$ cat config.mk
export PLATFORM = sky130hd
export DESIGN_NAME = tl_sensor_cond
export DESIGN_NICKNAME = d
export VERILOG_FILES = /design/src/rtl/tl_sensor_cond.sv
export SDC_FILE = /design/constraint.sdc
export NUM_CORES = 1
export LEC_CHECK = 0
export BUFFER_PORTS_ARGS = -buffer_cell sky130_fd_sc_hd__buf_2
export CORE_MARGIN = 2
export CORE_UTILIZATION = 38
export DETAILED_ROUTE_END_ITERATION = 10
export GPL_TIMING_DRIVEN = 1
export PLACE_DENSITY_LB_ADDON = 0.12
export SLEW_MARGIN = 20
export SYNTH_ARGS = -nofsm -noshare
export SYNTH_HDL_FRONTEND = slang
export SYNTH_SLANG_ARGS = --single-unit
$ cat constraint.sdc
create_clock -name clk -period 2.2 [get_ports clk]
set_input_delay 0.44 -clock clk [delete_from_list [all_inputs] [get_ports clk]]
set_output_delay 0.44 -clock clk [all_outputs]
set_load 0.01 [all_outputs]
$ cat src/rtl/tl_sensor_cond.sv
// Vehicle-sensor conditioning for the traffic light controller: per street,
// synchronize, debounce, stretch detection by a hold time, and count arrivals.
module tl_sensor_cond #(
    parameter int DEBOUNCE = 4,
    parameter int HOLD     = 8
) (
    input  logic       clk,
    input  logic       reset_n,
    input  logic       sa_raw,
    input  logic       sb_raw,
    input  logic       cnt_clr,
    output logic       Ta,
    output logic       Tb,
    output logic [7:0] cnt_a,
    output logic [7:0] cnt_b
);

    typedef enum logic [1:0] {
        ST_ABSENT,
        ST_PRESENT,
        ST_HOLD
    } lane_state_t;

    logic       raw      [2];
    logic       t_flag   [2];
    logic [7:0] arr_cnt  [2];

    assign raw[0] = sa_raw;
    assign raw[1] = sb_raw;
    assign Ta     = t_flag[0];
    assign Tb     = t_flag[1];
    assign cnt_a  = arr_cnt[0];
    assign cnt_b  = arr_cnt[1];

    for (genvar i = 0; i < 2; i++) begin : g_lane
        logic        s1, s2, db;
        logic [3:0]  run;
        logic [7:0]  timer, timer_d;
        logic [7:0]  arrivals;
        logic        arrive;
        lane_state_t state, state_d;

        // Synchronizer and debounce: db flips only after DEBOUNCE consecutive disagreeing samples
        always_ff @(posedge clk or negedge reset_n) begin
            if (!reset_n) begin
                s1  <= 1'b0;
                s2  <= 1'b0;
                db  <= 1'b0;
                run <= '0;
            end else begin
                s1 <= raw[i];
                s2 <= s1;
                if (s2 == db) begin
                    run <= '0;
                end else if (run == 4'(DEBOUNCE - 1)) begin
                    db  <= ~db;
                    run <= '0;
                end else begin
                    run <= run + 4'd1;
                end
            end
        end

        always_ff @(posedge clk or negedge reset_n) begin
            if (!reset_n) begin
                state <= ST_ABSENT;
                timer <= '0;
            end else begin
                state <= state_d;
                timer <= timer_d;
            end
        end

        always_comb begin
            state_d = state;
            timer_d = timer;
            arrive  = 1'b0;
            case (state)
                ST_ABSENT: begin
                    if (db) begin
                        state_d = ST_PRESENT;
                        arrive  = 1'b1;
                    end
                end
                ST_PRESENT: begin
                    if (!db) begin
                        state_d = ST_HOLD;
                        timer_d = 8'(HOLD);
                    end
                end
                ST_HOLD: begin
                    // A returning vehicle during hold is the same occupancy, not a new arrival
                    if (db) begin
                        state_d = ST_PRESENT;
                        timer_d = '0;
                    end else if (timer == 8'd1) begin
                        state_d = ST_ABSENT;
                        timer_d = '0;
                    end else begin
                        timer_d = timer - 8'd1;
                    end
                end
                default: begin
                    state_d = ST_ABSENT;
                    timer_d = '0;
                end
            endcase
        end

        always_ff @(posedge clk or negedge reset_n) begin
            if (!reset_n) begin
                arrivals <= '0;
            end else if (cnt_clr) begin
                arrivals <= '0;
            end else if (arrive && (arrivals != 8'hFF)) begin
                arrivals <= arrivals + 8'd1;
            end
        end

        assign t_flag[i]  = (state != ST_ABSENT);
        assign arr_cnt[i] = arrivals;
    end

endmodule

== Word-level counts from Yosys, hierarchy flattened ==
Index checks and enable logic that the tools add are counted.

* Add/sub/neg operators: 6
* Equal/unequal tests: 18
* Multiplexer cells: 30
* Bitwise logic cells: 6
* Reduce and logical (&&, ||, !) cells: 14

{| class="wikitable"
|+ Operator list
! operator !! count
|-
| $mux W8 || 10
|-
| $pmux W8 S3 || 2
|-
| $add A8 B1 Y8 const B || 2
|-
| $eq A8 B1 Y1 const B || 2
|-
| $mux W2 || 8
|-
| $mux W4 || 4
|-
| $ne A8 B8 Y1 const B || 2
|-
| $sub A8 B1 Y8 const B || 2
|-
| $pmux W2 S3 || 2
|-
| $add A4 B1 Y4 const B || 2
|-
| $eq A4 B2 Y1 const B || 2
|-
| $ne A2 B2 Y1 const B || 4
|-
| $reduce_and A2 Y1 || 4
|-
| $reduce_bool A2 Y1 || 4
|-
| $ne A3 B3 Y1 const B || 2
|-
| $not A1 Y1 || 6
|-
| $reduce_and A3 Y1 || 2
|-
| $eq A2 B1 Y1 const B || 2
|-
| $eq A2 B2 Y1 const B || 2
|-
| $logic_not A2 Y1 || 2
|-
| $mux W1 || 4
|-
| $eq A1 B1 Y1 || 2
|-
| $logic_and A1 B1 Y1 || 2
|}

* Bits in registers: 50
* Output and inout bits: 18

== Logic depth before layout (Yosys ltp) ==
* Word-level depth: 5
* Gate-level depth with buffers: 7
* Mapped depth without buffers: 6

== Worst setup path before layout ==
No wires, ideal clock.

* Kind: register to register
* Start point: register g_lane[0].state[0]
* End point: register g_lane[0].timer[7]
* Setup time: 0.095 ns
* Arrival: 1.685 ns
* Data required time: 2.105 ns
* Setup slack: 0.420 ns
* Stages on the path, launching flop included: 7
* Clock period less this slack: 1.780 ns
* Path through: dfrtp_1 > inv_1 > ha_1 > buf_6 > a21o_4 > or4b_1 > o31ai_1

* Longest elaborated chain between the ends: 3

{| class="wikitable"
|+ Ends and longest elaborated chain
! what !! RTL line !! source
|-
| start: declaration || 41 || <nowiki>lane_state_t state, state_d;</nowiki>
|-
| start signal: assignment || 69 || <nowiki>state <= state_d;</nowiki>
|-
| $eq A2 B1 Y1 or $logic_not A2 Y1 (tied branches) || 78 || <nowiki>case (state)</nowiki>
|-
| $ne A2 B2 Y1 (no line) or $not A1 Y1 (tied branches) || - ||
|-
| $reduce_and A2 Y1 (no line) || - ||
|-
| end signal: assignment || 70 || <nowiki>timer <= timer_d;</nowiki>
|-
| end: declaration || 38 || <nowiki>logic [7:0] timer, timer_d;</nowiki>
|}

Several ways; a longest one is shown, not always the timed one.
A chain may end at the register's enable or synchronous reset.

== Final worst setup path ==
Ends and elaborated chain as after synthesis.

==> impl_metrics.py <==
metrics = {
    "routing": {
        "first_iter_violations": 88,
        "vias": 2048,
        "drt_wl_total_microns": 5270,
        "ant_nets": 0,
        "drt_first_pass_iters": 4,
        "wire_per_inst_microns": 13.5,
        "route.detailed.drc": 0,
        "vias_per_cell": 5.25,
    },
    "sta": {
        "setup_viol": 0,
        "tightest_slew_ns": 0.516,
        "relSlewSlack_pct": 65.3,
        "clock.fmax_mhz": 528,
        "period_needed_ns": 1.89,
        "finalCritPeriodShare_pct": 86.1,
        "rsz0062_at_grt": "false",
        "maxSlewViolCount": 0,
        "clock_skew_ns": 0.00757,
        "tns_ns": 0,
        "hold_violations": 0,
    },
    "synthesis": {
        "synth_area_leader_cell": "dfrtp_1",
        "ys.flop_type": "dfrtp_1",
        "synth_nets": 286,
        "ys_ff_latch": 50,
        "synth_compound_area_share_pct": 18.9,
        "synth_cells": 265,
        "synth_top_family_by_area": "compound AO/OA/AOI/OAI gates",
        "synthSimpleGateAreaFrac_pct": 18.8,
        "synth_xor_area_share_pct": 2.63,
        "synth_mux_area_share_pct": 1.17,
        "synth.avg_cell_area_sq_um": 10.0,
        "synth_top_area_share_pct": 47.0,
        "syn_area_sq_um": 2660,
        "seq_area_frac_synth_pct": 47.0,
        "synth-async-reset-ratio_pct": 100,
        "yosysWarnings": 0,
        "synth-edff-count": 0,
        "synth_cell_types": 47,
        "synth.area.top_cells": "dfrtp_1, ha_1, a21oi_1",
        "synth_fa_ha_area_share_pct": 7.52,
    },
    "clock_network": {
        "cts-root-buf": "clkbuf_8",
        "post_cts_resized": 0,
        "cts_buffer_depth": 2,
        "clk_pin_slew_worst_paths_ns": 0.09,
        "cts_tree": "done",
        "post-cts-setup-buffer-count": 0,
        "insertion_delay_ns": 0.30,
        "cts_sinks": 50,
        "cts-htree-levels": 2,
        "cts_hold_buf": 0,
        "cts-buffers-inserted": 5,
    },
    "setup_path": {
        "arrival_ns": 2.11,
        "cp.required_ns": 2.42,
        "slowest_delay_ns": 0.54,
        "cpLargestDelayFamily": "simple AND/OR/NAND/NOR gates",
        "crit_buf_inv": 1,
        "crit_type": "flop to flop",
        "cp-end-kind": "flop",
        "startpoint_type": "flop",
        "path_cells": "inv_1 > ha_1 > a21o_4 > or4b_1 > o31ai_1",
        "crit_path_max_fanout": 9,
        "cpMaxStageDelayCell": "or4b_1",
    },
    "grt": {
        "grt_usage_pct": 14.9,
        "antenna_found_initial": 0,
        "grt_pass1_wl_microns": 9110,
        "grt_max_degree": 31,
        "grt_pass1_vias": 1975,
        "grt_remaining_overflow": 0,
    },
    "place": {
        "finalWeightedCongestion": 0.792,
        "portBuffers": 22,
        "dp_hpwl_microns": 3700,
    },
    "power_and_ir_drop": {
        "intPower_w": 0.00199,
        "leakagePower_nw": 1.36,
        "switching_share_pct": 41.2,
        "power_switching_w": 0.00139,
        "powerDensity_nw_per_um2": 1120,
        "power.total_w": 0.00338,
        "combPwrFrac_pct": 42.8,
        "pwr-share-seq_pct": 41.0,
        "ir_worst_vdd_v": 0.000387,
        "clkPwrFrac_pct": 16.1,
    },
    "finish": {
        "final_nets": 316,
        "diodes": 0,
        "final_common_cell": "dfrtp_1",
        "final_cell_mix": "dfrtp_1, buf_2, inv_1, a21oi_1, nand2_1",
        "drive_gt1_share_pct": 13.9,
        "utilization_pct": 44.3,
        "area_growth_pct": 12.9,
    },
    "die": {
        "coreArea_sq_um": 6790,
        "die-area_sq_um": 7690,
        "die_w_microns": 87.7,
        "die_height_microns": 87.7,
        "initial_core_util_pct": 39.2,
        "num_rows": 30,
        "ios": 23,
    },
    "status": {
        "outcome": "finished, final reports clean",
    },
    "min_path": {
        "holdCritPathClass": "primary input to asynchronous set/reset pin",
    },
    "flow_run": {
        "drv_cap": 0,
    },
}
## power groups by stage
stage	sequential (W)	combinational [W]	clock (W)
CTS	0.00138	0.00145	0.000564
global placement	0.00140	0.00145	0
floorplan	0.00133	0.00113	0
detailed placement	0.00140	0.00144	0
finish	0.00139	0.00145	0.000545
global route	0.00143	0.00165	0.000596
## state kept, by name (all words and copies together), names as in the netlist
| signal | count |
|---|---|
| cnt_a | 8 |
| g_lane.timer | 16 |
| g_lane.run | 8 |
| g_lane.s1 | 2 |
| g_lane.state | 4 |
| cnt_b | 8 |
| g_lane.s2 | 2 |
| g_lane.db | 2 |
## layout make-up
type / count / area (sq um)
flip-flops and latches: 50 / 1250
clock buffers: 6 / 82.6
repair buffers: 29 / 175
well taps: 96 / 120
multi-input cells: 190 / 1310
inverters: 19 / 71.3
fillers: 663 / 3790
## synth_stat cells, drive strengths merged (3+ instances only)
library cell / n
a211oi: 3
a21oi: 19
a31oi: 12
and3: 4
buf: 4
dfrtp: 50
ha: 16
inv: 19
nand2: 17
nand2b: 6
nand3: 8
nand3b: 4
nand4: 4
nor2: 12
nor3: 10
nor3b: 3
nor4: 6
o21a: 3
o21ai: 11
o2bb2ai: 3
o31ai: 8
or3: 4
or4: 3
xnor2: 4
xor2: 4
## through the flow
stage                     worst slack (ns)  hold WS (ns)  cell area (sq um)  cells
after global routing                 0.201         0.132               3010    390
after CTS                            0.306         0.113               3010    390
after detailed placement             0.312         0.340               2920    384
after global placement               0.358         0.334               2920    384
final                                0.306        0.0986               3010    390
after floorplan                      0.420         0.144               2660    265
## worst paths after layout
path	start	slack [ns]	to	cells past startpoint
min in group clk	sb_raw	0.24	g_lane[1].s1	1
min reg2reg	g_lane[0].s1	0.36	g_lane[0].s2	0
max reg2reg	g_lane[0].state[0]	0.31	g_lane[0].timer[7]	5
max	g_lane[0].state[0]	0.31	g_lane[0].timer[7]	5
max in group asynchronous	reset_n	1.55	g_lane[1].state[0]	2
min	reset_n	0.1	g_lane[0].timer[7]	1
## routing by layer
layer | global-route usage (%) | share of wire (%) | vias up
met4 | 4.62 | 1.0 | 0
met5 | 0 | 0 | -
met2 | 23.4 | 45 | 25
met1 | 20.7 | 51 | 976
met3 | 3.39 | 3.1 | 5
li1 | - | - | 1042
## cell families after synthesis
| logic type | count (synthesis) |
|---|---|
| and+or+nand+nor | 88 |
| buffers and inverters | 25 |
| muxes | 3 |
| DFF | 50 |
| adders and majority gates | 16 |
| xor gates and xnor gates | 8 |
| AOI/OAI and AO/OA | 75 |
No activity file was read; power rests on OpenSTA's default activity.
